**src/rtl/round_timer_ctrl_pkg.sv**
```systemverilog
`default_nettype none
// ---------------------------------------------------------------------------
// game_ctrl_pkg : shared state type, default sizes and width helper for the
//                 round/level sequencer.
// Revision: 1.0
// ---------------------------------------------------------------------------
package game_ctrl_pkg;

  typedef enum logic [2:0] {
    IDLE  = 3'd0,
    LOAD  = 3'd1,
    RUN   = 3'd2,
    TALLY = 3'd3,
    LOSE  = 3'd4,
    OVER  = 3'd5,
    WIN   = 3'd6
  } round_state_t;

  localparam int c_default_levels = 4;
  localparam int c_default_lives  = 3;

  // Bits needed to hold 0..n-1, never less than one.
  function automatic int cnt_width(input int n);
    return (n < 2) ? 1 : $clog2(n);
  endfunction

endpackage
`default_nettype wire

```
**src/rtl/round_timer_ctrl_if.sv**
```systemverilog
`default_nettype none
// ---------------------------------------------------------------------------
// round_timer_ctrl_if : game events in, countdown controls and status out.
// Revision: 1.0
// ---------------------------------------------------------------------------
interface round_timer_ctrl_if
  import game_ctrl_pkg::*;
#(
  parameter int LEVELS = c_default_levels
) ();

  logic                           start_key;
  logic                           level_complete;
  logic                           player_hit;
  logic                           finishCount;
  logic                           load;
  logic                           turbo;
  logic                           timer_show;
  logic                           game_active;
  logic [cnt_width(LEVELS)-1:0]   level;
  logic [1:0]                     lives;
  logic                           game_over;
  logic                           game_won;

  // master is the sequencer, slave is the surrounding game/timer logic
  modport master (
    input  start_key, level_complete, player_hit, finishCount,
    output load, turbo, timer_show, game_active, level, lives,
           game_over, game_won
  );

  modport slave (
    output start_key, level_complete, player_hit, finishCount,
    input  load, turbo, timer_show, game_active, level, lives,
           game_over, game_won
  );

endinterface
`default_nettype wire

```
**src/rtl/round_timer_ctrl_rise_edge.sv**
```systemverilog
`default_nettype none
// ---------------------------------------------------------------------------
// rise_edge : single-flop rising-edge detector with selectable reset value.
// Revision: 1.0
// ---------------------------------------------------------------------------
module rise_edge #(
  parameter logic RESET_VAL = 1'b1
) (
  input  wire logic clk,
  input  wire logic resetN,
  input  wire logic in,
  output logic      rise
);

  logic r_in_d;

  // Resetting the delay flop high hides a level already held through reset.
  always_ff @(posedge clk) begin
    if (!resetN) begin
      r_in_d <= RESET_VAL;
    end else begin
      r_in_d <= in;
    end
  end

  assign rise = in & ~r_in_d;

endmodule
`default_nettype wire

```
**src/rtl/round_timer_ctrl.sv**
```systemverilog
`default_nettype none
// ---------------------------------------------------------------------------
// round_timer_ctrl : Moore round/level sequencer driving the countdown block.
// Revision: 1.0
// ---------------------------------------------------------------------------
module round_timer_ctrl
  import game_ctrl_pkg::*;
#(
  parameter int LEVELS      = c_default_levels,
  parameter int LIVES       = c_default_lives,
  parameter int LOAD_CYCLES = 2,
  parameter int HOLD_CYCLES = 50_000_000
) (
  input  wire logic          clk,
  input  wire logic          resetN,
  round_timer_ctrl_if.master bus
);

  localparam int c_level_w = cnt_width(LEVELS);
  localparam int c_load_w  = cnt_width(LOAD_CYCLES);
  localparam int c_hold_w  = cnt_width(HOLD_CYCLES);

  localparam logic [c_level_w-1:0] c_level_max  = c_level_w'(LEVELS - 1);
  localparam logic [1:0]           c_lives_init = 2'(LIVES);
  localparam logic [c_load_w-1:0]  c_load_last  = c_load_w'(LOAD_CYCLES - 1);
  localparam logic [c_hold_w-1:0]  c_hold_last  = c_hold_w'(HOLD_CYCLES - 1);

  round_state_t          r_state;
  round_state_t          w_state_next;
  logic [c_level_w-1:0]  r_level;
  logic [c_level_w-1:0]  w_level_next;
  logic [1:0]            r_lives;
  logic [1:0]            w_lives_next;
  logic [c_load_w-1:0]   r_load_cnt;
  logic [c_load_w-1:0]   w_load_cnt_next;
  logic [c_hold_w-1:0]   r_hold_cnt;
  logic [c_hold_w-1:0]   w_hold_cnt_next;

  logic w_start_rise;
  logic w_load;
  logic w_turbo;
  logic w_timer_show;
  logic w_game_active;
  logic w_game_over;
  logic w_game_won;

  rise_edge #(
    .RESET_VAL (1'b1)
  ) u_start_edge (
    .clk    (clk),
    .resetN (resetN),
    .in     (bus.start_key),
    .rise   (w_start_rise)
  );

  always_ff @(posedge clk) begin
    if (!resetN) begin
      r_state    <= IDLE;
      r_level    <= '0;
      r_lives    <= c_lives_init;
      r_load_cnt <= '0;
      r_hold_cnt <= '0;
    end else begin
      r_state    <= w_state_next;
      r_level    <= w_level_next;
      r_lives    <= w_lives_next;
      r_load_cnt <= w_load_cnt_next;
      r_hold_cnt <= w_hold_cnt_next;
    end
  end

  // Both counters clear whenever their state is not occupied, so every entry
  // into LOAD/OVER/WIN starts from zero without per-transition bookkeeping.
  always_comb begin
    w_state_next    = r_state;
    w_level_next    = r_level;
    w_lives_next    = r_lives;
    w_load_cnt_next = '0;
    w_hold_cnt_next = '0;
    w_load          = 1'b0;
    w_turbo         = 1'b0;
    w_timer_show    = 1'b0;
    w_game_active   = 1'b0;
    w_game_over     = 1'b0;
    w_game_won      = 1'b0;

    case (r_state)
      IDLE: begin
        w_level_next = '0;
        w_lives_next = c_lives_init;
        if (w_start_rise) begin
          w_state_next = LOAD;
        end
      end

      // finishCount is deliberately ignored here: the countdown still shows
      // its stale terminal count until the reload has propagated.
      LOAD: begin
        w_timer_show = 1'b1;
        w_load       = (r_load_cnt == '0);
        if (r_load_cnt == c_load_last) begin
          w_state_next = RUN;
        end else begin
          w_load_cnt_next = r_load_cnt + 1'b1;
        end
      end

      RUN: begin
        w_timer_show  = 1'b1;
        w_game_active = 1'b1;
        if (bus.level_complete) begin
          w_state_next = TALLY;
        end else if (bus.player_hit || bus.finishCount) begin
          w_state_next = LOSE;
        end
      end

      TALLY: begin
        w_timer_show = 1'b1;
        w_turbo      = 1'b1;
        if (bus.finishCount) begin
          if (r_level == c_level_max) begin
            w_state_next = WIN;
          end else begin
            w_level_next = r_level + 1'b1;
            w_state_next = LOAD;
          end
        end
      end

      LOSE: begin
        if (r_lives <= 2'd1) begin
          w_lives_next = 2'd0;
          w_state_next = OVER;
        end else begin
          w_lives_next = r_lives - 2'd1;
          w_state_next = LOAD;
        end
      end

      OVER, WIN: begin
        w_timer_show = 1'b1;
        w_game_over  = (r_state == OVER);
        w_game_won   = (r_state == WIN);
        if (r_hold_cnt == c_hold_last) begin
          w_hold_cnt_next = r_hold_cnt;
          if (w_start_rise) begin
            w_state_next    = IDLE;
            w_level_next    = '0;
            w_lives_next    = c_lives_init;
            w_hold_cnt_next = '0;
          end
        end else begin
          w_hold_cnt_next = r_hold_cnt + 1'b1;
        end
      end

      default: begin
        w_state_next = IDLE;
      end
    endcase
  end

  assign bus.load        = w_load;
  assign bus.turbo       = w_turbo;
  assign bus.timer_show  = w_timer_show;
  assign bus.game_active = w_game_active;
  assign bus.level       = r_level;
  assign bus.lives       = r_lives;
  assign bus.game_over   = w_game_over;
  assign bus.game_won    = w_game_won;

endmodule
`default_nettype wire

```
**src/flat_wrapper.sv**
```systemverilog
// flat-port wrapper written by rule: the top's interface ports become plain ports
module round_timer_ctrl_flat import game_ctrl_pkg::*;
#(
  parameter int LEVELS      = c_default_levels,
  parameter int LIVES       = c_default_lives,
  parameter int LOAD_CYCLES = 2,
  parameter int HOLD_CYCLES = 50_000_000
)
  (clk, resetN, bus_start_key, bus_level_complete, bus_player_hit, bus_finishCount, bus_load, bus_turbo, bus_timer_show, bus_game_active, bus_level, bus_lives, bus_game_over, bus_game_won);
  round_timer_ctrl_if #(.LEVELS(LEVELS)) bus_i ();
  input  wire logic clk;
  input  wire logic resetN;
  input wire logic [$bits(bus_i.start_key)-1:0] bus_start_key;
  input wire logic [$bits(bus_i.level_complete)-1:0] bus_level_complete;
  input wire logic [$bits(bus_i.player_hit)-1:0] bus_player_hit;
  input wire logic [$bits(bus_i.finishCount)-1:0] bus_finishCount;
  output wire logic [$bits(bus_i.load)-1:0] bus_load;
  output wire logic [$bits(bus_i.turbo)-1:0] bus_turbo;
  output wire logic [$bits(bus_i.timer_show)-1:0] bus_timer_show;
  output wire logic [$bits(bus_i.game_active)-1:0] bus_game_active;
  output wire logic [$bits(bus_i.level)-1:0] bus_level;
  output wire logic [$bits(bus_i.lives)-1:0] bus_lives;
  output wire logic [$bits(bus_i.game_over)-1:0] bus_game_over;
  output wire logic [$bits(bus_i.game_won)-1:0] bus_game_won;
  assign bus_i.start_key = bus_start_key;
  assign bus_i.level_complete = bus_level_complete;
  assign bus_i.player_hit = bus_player_hit;
  assign bus_i.finishCount = bus_finishCount;
  assign bus_load = bus_i.load;
  assign bus_turbo = bus_i.turbo;
  assign bus_timer_show = bus_i.timer_show;
  assign bus_game_active = bus_i.game_active;
  assign bus_level = bus_i.level;
  assign bus_lives = bus_i.lives;
  assign bus_game_over = bus_i.game_over;
  assign bus_game_won = bus_i.game_won;
  round_timer_ctrl #(.LEVELS(LEVELS), .LIVES(LIVES), .LOAD_CYCLES(LOAD_CYCLES), .HOLD_CYCLES(HOLD_CYCLES)) u_core (.clk(clk), .resetN(resetN), .bus(bus_i));
endmodule
```
**config.mk**
```make
export PLATFORM = sky130hd
export DESIGN_NAME = round_timer_ctrl_flat
export DESIGN_NICKNAME = d
export VERILOG_FILES = /design/src/rtl/round_timer_ctrl_pkg.sv /design/src/rtl/round_timer_ctrl_if.sv /design/src/rtl/round_timer_ctrl_rise_edge.sv /design/src/rtl/round_timer_ctrl.sv /design/src/flat_wrapper.sv
export SDC_FILE = /design/constraint.sdc
export NUM_CORES = 1
export LEC_CHECK = 0
export ABC_AREA = 1
export BUFFER_PORTS_ARGS = -buffer_cell sky130_fd_sc_hd__buf_2
export CORE_MARGIN = 2
export CORE_UTILIZATION = 55
export CTS_CLUSTER_SIZE = 24
export DETAILED_ROUTE_END_ITERATION = 6
export GPL_ROUTABILITY_DRIVEN = 0
export PLACE_DENSITY_LB_ADDON = 0.3
export REMOVE_ABC_BUFFERS = 1
export SYNTH_ARGS = -nofsm -noshare
export SYNTH_HDL_FRONTEND = slang
export SYNTH_SLANG_ARGS = --single-unit
```
**constraint.sdc**
```tcl
create_clock -name clk -period 1.9 [get_ports clk]
set_input_delay 0.285 -clock clk [delete_from_list [all_inputs] [get_ports clk]]
set_output_delay 0.285 -clock clk [all_outputs]
set_load 0.01 [all_outputs]
```
## Yosys cells after proc, flatten, opt, wreduce, memory -nomap -nowiden

Cells that the tools add are included.

- Bits in registers: 35
- Bits of input ports: 6
- Output and inout bits: 10
- Logic and storage cells: 70

- $add $sub $neg: 4
- Magnitude comparators: 1
- Equal/unequal tests: 16
- Multiplexer cells: 27
- Bitwise gates (word level): 5
- Reductions and logical operators: 11

Operators with widths:

| operator | number |
|---|---|
| two-way mux 26 bit | 2 |
| two-way mux 3 bit | 9 |
| adder 26 x 1 -> 26 bit (second input constant) | 1 |
| == test 26 bit (second input constant) | 1 |
| one-hot mux 3 bit (6 select lines) | 1 |
| two-way mux 2 bit | 7 |
| one-hot mux 2 bit (3 select lines) | 2 |
| != test 2 bit (second input constant) | 5 |
| == test 3 bit (second input constant) | 3 |
| == test 3 x 2 -> 1 bit (second input constant) | 2 |
| two-way mux 1 bit | 6 |
| AND reduction 6 bit | 1 |
| nonzero test 3 bit | 2 |
| AND reduction 5 bit | 1 |
| OR reduction 5 bit | 1 |
| != test 2 x 1 -> 1 bit (second input constant) | 2 |
| inverter 1 bit | 4 |
| == test 3 x 1 -> 1 bit (second input constant) | 1 |
| logical NOT 3 bit | 1 |
| != test 3 x 2 -> 1 bit (second input constant) | 1 |
| AND reduction 3 bit | 1 |
| OR reduction 3 bit | 1 |
| adder 2 x 1 -> 2 bit (second input constant) | 1 |
| == test 2 bit (second input constant) | 1 |
| 7 further kinds | 7 |

## Longest topological paths before layout

- Depth after elaboration: 5
- Gate-level depth with buffers: 11
- Gate-level depth less buffers: 11

## By module

Synthesis repeated with hierarchy kept, for this count alone.

- Cell total of the unflattened synthesis: 325
- Area, all modules: 2102.0 um^2

Modules (own cells, without submodules):

| module | times used | cells an instance | area an instance (um^2) |
|---|---|---|---|
| round_timer_ctrl | 1 | 321 | 2068.2 |
| rise_edge | 1 | 4 | 33.8 |

## Worst setup path after synthesis

No wires, ideal clock.

- Path kind: register to register
- Start point: register u_core.r_hold_cnt[0]
- End point: register u_core.r_lives[1] (netlist: u_core.bus.lives[1])
- Library setup time: 136 ps
- Data arrival time: 1382 ps
- Path slack: 382 ps
- Stages on the path, launching flop included: 12
- Buffers on the path: 1
- Clock period less this slack: 1518 ps
- Cell sequence: dfxtp_1 > ha_1 > nand2_1 > inv_1 > nand2_1 > nor2_4 > nand3_4 > nand2_4 > buf_8 > nand2_2 > nand2_1 > nand3_1

- Cells in the longest elaborated chain, start to end: 3

Ends and longest elaborated chain:

| what | RTL line | source |
|---|---|---|
| from (decl) | round_timer_ctrl.sv:36 | `logic [c_hold_w-1:0] r_hold_cnt;` |
| from (signal assigned) | round_timer_ctrl.sv:68 | `r_hold_cnt <= w_hold_cnt_next;` |
| == test 26 bit | round_timer_ctrl.sv:145 | `if (r_hold_cnt == c_hold_last) begin` |
| != test 2 x 1 -> 1 bit (no source line) | -- |  |
| AND reduction 3 bit (no source line) | -- |  |
| to (signal assigned) | round_timer_ctrl.sv:60 | `r_lives <= c_lives_init;` |
| to (signal assigned) | round_timer_ctrl.sv:66 | `r_lives <= w_lives_next;` |
| to (decl) | round_timer_ctrl.sv:32 | `logic [1:0] r_lives;` |

No other way between the ends.
A chain may end at the register's enable or synchronous reset.

## Worst setup path after layout

- Start point: register u_core.r_hold_cnt[0]
- End point: register u_core.r_hold_cnt[20]

- Cells in the longest elaborated chain, start to end: 2

Ends and longest elaborated chain:

| what | RTL line |
|---|---|
| adder 26 x 1 -> 26 bit or == test 26 bit (tied branches) | round_timer_ctrl.sv:154, round_timer_ctrl.sv:145 |
| two-way mux 26 bit or != test 2 bit (tied branches) | -- |

Several ways; a longest one is shown, not always the timed one.

==> flow_summary_export.csv <==
group,metric,value,unit
routing,vias_per_cell,5.32,
die,rows,22,
finish,drive_gt1_share,16.0,%
finish,layout_commonest_cell,"nand2_1",
place,dp_hpwl,3570,um
cts,path_clk_slew,60,ps
finish,final_cell_mix,"80 x nand2_1, 42 x nor2_1, 37 x inv_1",
pwr,power_frac_seq,40.7,%
timing,finalSetupViolations,0,
timing,worst_slew_pin_slew,296,ps
critical_path,cp-end-kind,"flop",
cts,cts_root_buf,"clkbuf_8",
timing,holdWs,198,ps
routing,via_count,2049,
cts,htree_levels,2,
timing,min_period,1690,ps
pwr,ir_drop,0.654,mV
status,status,"finished, final reports clean",
timing,rsz0062_at_grt,"no",
synth,synth_seq_cells,35,
timing,max_freq,591,MHz
routing,routed_wl,4680,um
critical_path,cp_cell_sequence,"ha_1, nand2_1, nor2_4, nand2_1, nor2_1, nand2_1, nor2_2, nand3_1, nand2_1, a21oi_1",
finish,diodes,0,
critical_path,cp_slowest_cell,"dfxtp_1",
global_routing,grt_first_pass_wirelength,8030,um
pwr,power.share.switching,36.0,%
synth,synth.distinct_cells,34,
global_routing,grt.overflow.total,0,
critical_path,crit_path_max_incr_delay,370,ps
timing,post-route-period-util,89.1,%
pwr,p_switching,0.764,mW
synth,yosys_warnings,0,
die,die_height,65.5,um
synth,ys_seq_area_share,33.7,%
critical_path,required,2080,ps
routing,drt-pass1-iter-count,4,
global_routing,gr-usage-all-layers,24.3,%
routing,first_iter_violations,57,
pwr,comb_power_share,33.6,%
routing,wl_per_cell,12.1,um
timing,slew_headroom,80.2,%
cts,cts_made_buffers,5,
synth,syn_area,2080,um2
critical_path,cp_common_cell,"nand2_1",
pwr,pwr-share-clk,25.7,%
critical_path,arrival,1870,ps
synth,synth_ff_type,"dfxtp_1",
worst_hold_path,min_path_type,"in -> reg",
synth,async_flop_share,0,%
finish,syn_to_final_growth,9.16,%
pwr,leakagePower,0.922,nW
pwr,power_density,935,nW/um2
critical_path,crit_type,"reg -> reg",
timing,skew,10.1,ps
cts,cts_setup_buffers,0,
timing,finalMaxSlewViolations,0,
global_routing,antenna_found_initial,0,
die,die_w,65.5,um
routing,drtAntennaViolNets,0,
flow_run,maxCapViolations,0,
finish,final_nets,345,
critical_path,cp-start-kind,"flop",
global_routing,grt_max_degree,17,
die,die-area,4280,um2
synth,synth_edf_count,0,
cts,cts_tree,"done",
synth,syn_avg_cell_area,6.51,um2
global_routing,grt_pass1_vias,1874,
cts,cts_buffer_depth,2,
routing,drc_errors,0,
cts,clock_latency,290,ps
die,ioPinCount,16,
timing,hold_viol,0,
die,initial_core_util,57.2,%
critical_path,crit_fanout,4,
synth,synthesis.instances,319,
timing,tns,0,ps
place,portBuffers,15,
die,core_area,3630,um2
pwr,cellInternalPower,1.36,mW
cts,cts_sinks,35,
-- kinds of logic after synthesis --
kind of cell / synth area share, %
buf+inv: 9.28
compound gates: 10.2
xor+xnor: 0.844
fa+ha+maj: 1.20
flops: 33.7
simple gates: 44.8
-- synth_stat cells (2+ instances only) --
master,n,share of area (%)
nand2_2,6,1.8
nand2_1,80,14
or2_2,5,1.5
o21ai_1,3,0.72
inv_2,3,0.54
nor2_1,42,7.6
nand2_4,2,1.1
o21ai_0,9,2.2
nor3_2,2,0.96
a21oi_1,21,5.1
nand3_1,32,7.7
ha_1,2,1.2
nand4_1,5,1.5
nor3_1,10,2.4
dfxtp_1,35,34
nor2_4,5,2.7
inv_1,37,6.7
nor2_2,4,1.2
-- path summary, 6_finish.rpt --
check / endpoint / startpoint / slack, ps / depth (start not counted)
min: u_core.u_start_edge.r_in_d / bus_start_key / 200 / 2
max reg2reg: u_core.r_hold_cnt[20] / u_core.r_hold_cnt[0] / 210 / 10
min reg2reg: u_core.r_hold_cnt[25] / u_core.r_hold_cnt[25] / 480 / 2
max: u_core.r_hold_cnt[20] / u_core.r_hold_cnt[0] / 210 / 10
-- area by class of cell --
class	count	area, um2
fillers	372	1370
multi-input cells	239	1190
flip-flops and latches	35	701
inverters	41	155
clock buffers	6	82.6
repair buffers	15	75.1
well taps	48	60.1
clock inverters	1	5.00
-- what timing repair did --
item | 4_1_cts | 5_1_grt
endpoints found under the setup margin | 0 | 1
resized for setup | 0 | 1
hold buffers | 0 | 0
-- critical path, delay by kind of cell (launching register included) --
| family | cells | cell delay (ps) |
|---|---|---|
| and+or+nand+nor | 8 | 970 |
| adders and majority gates | 1 | 190 |
| DFF | 1 | 370 |
| AOI/OAI and AO/OA | 1 | 40 |
-- metal layers --
metal  global-route usage (%)  part of all wire (%)  up-vias
li1                         -                     -     1058
met1                     28.0                    44      937
met2                     42.7                    50       44
met3                     5.65                   4.1       10
met4                     10.7                   2.1        0
met5                        0                     0        -
-- power groups by stage --
stage                     registers (mW)  logic (mW)  clock network [mW]
after floorplan                    0.881       0.535                   0
after global placement             0.877       0.702                   0
after detailed placement           0.877       0.715                   0
after CTS                          0.862       0.716               0.563
after global routing               0.873       0.828               0.594
final                              0.863       0.712               0.545
-- state kept, by name, indices dropped and copies added, names as in the netlist --
name and cells:
u_core.bus.lives 2, u_core.bus.level 2, u_core.r_load_cnt 1, u_core.u_start_edge.r_in_d 1, u_core.r_hold_cnt 26, u_core.r_state 3
-- per-stage QoR --
stage          cell area, um2  worst slack (ps)  instances  utilization, %  power [mW]
3_3_place_gp             2170               297        378            59.8        1.58
6_report                 2270               208        385            62.4        2.12
3_5_place_dp             2170               235        378            59.8        1.59
4_1_cts                  2260               227        385            62.3        2.14
5_1_grt                  2270              18.0        385            62.4        2.29
2_1_floorplan            2040               404        315               -        1.42
Note: power is estimated with default switching activity, not from simulation.
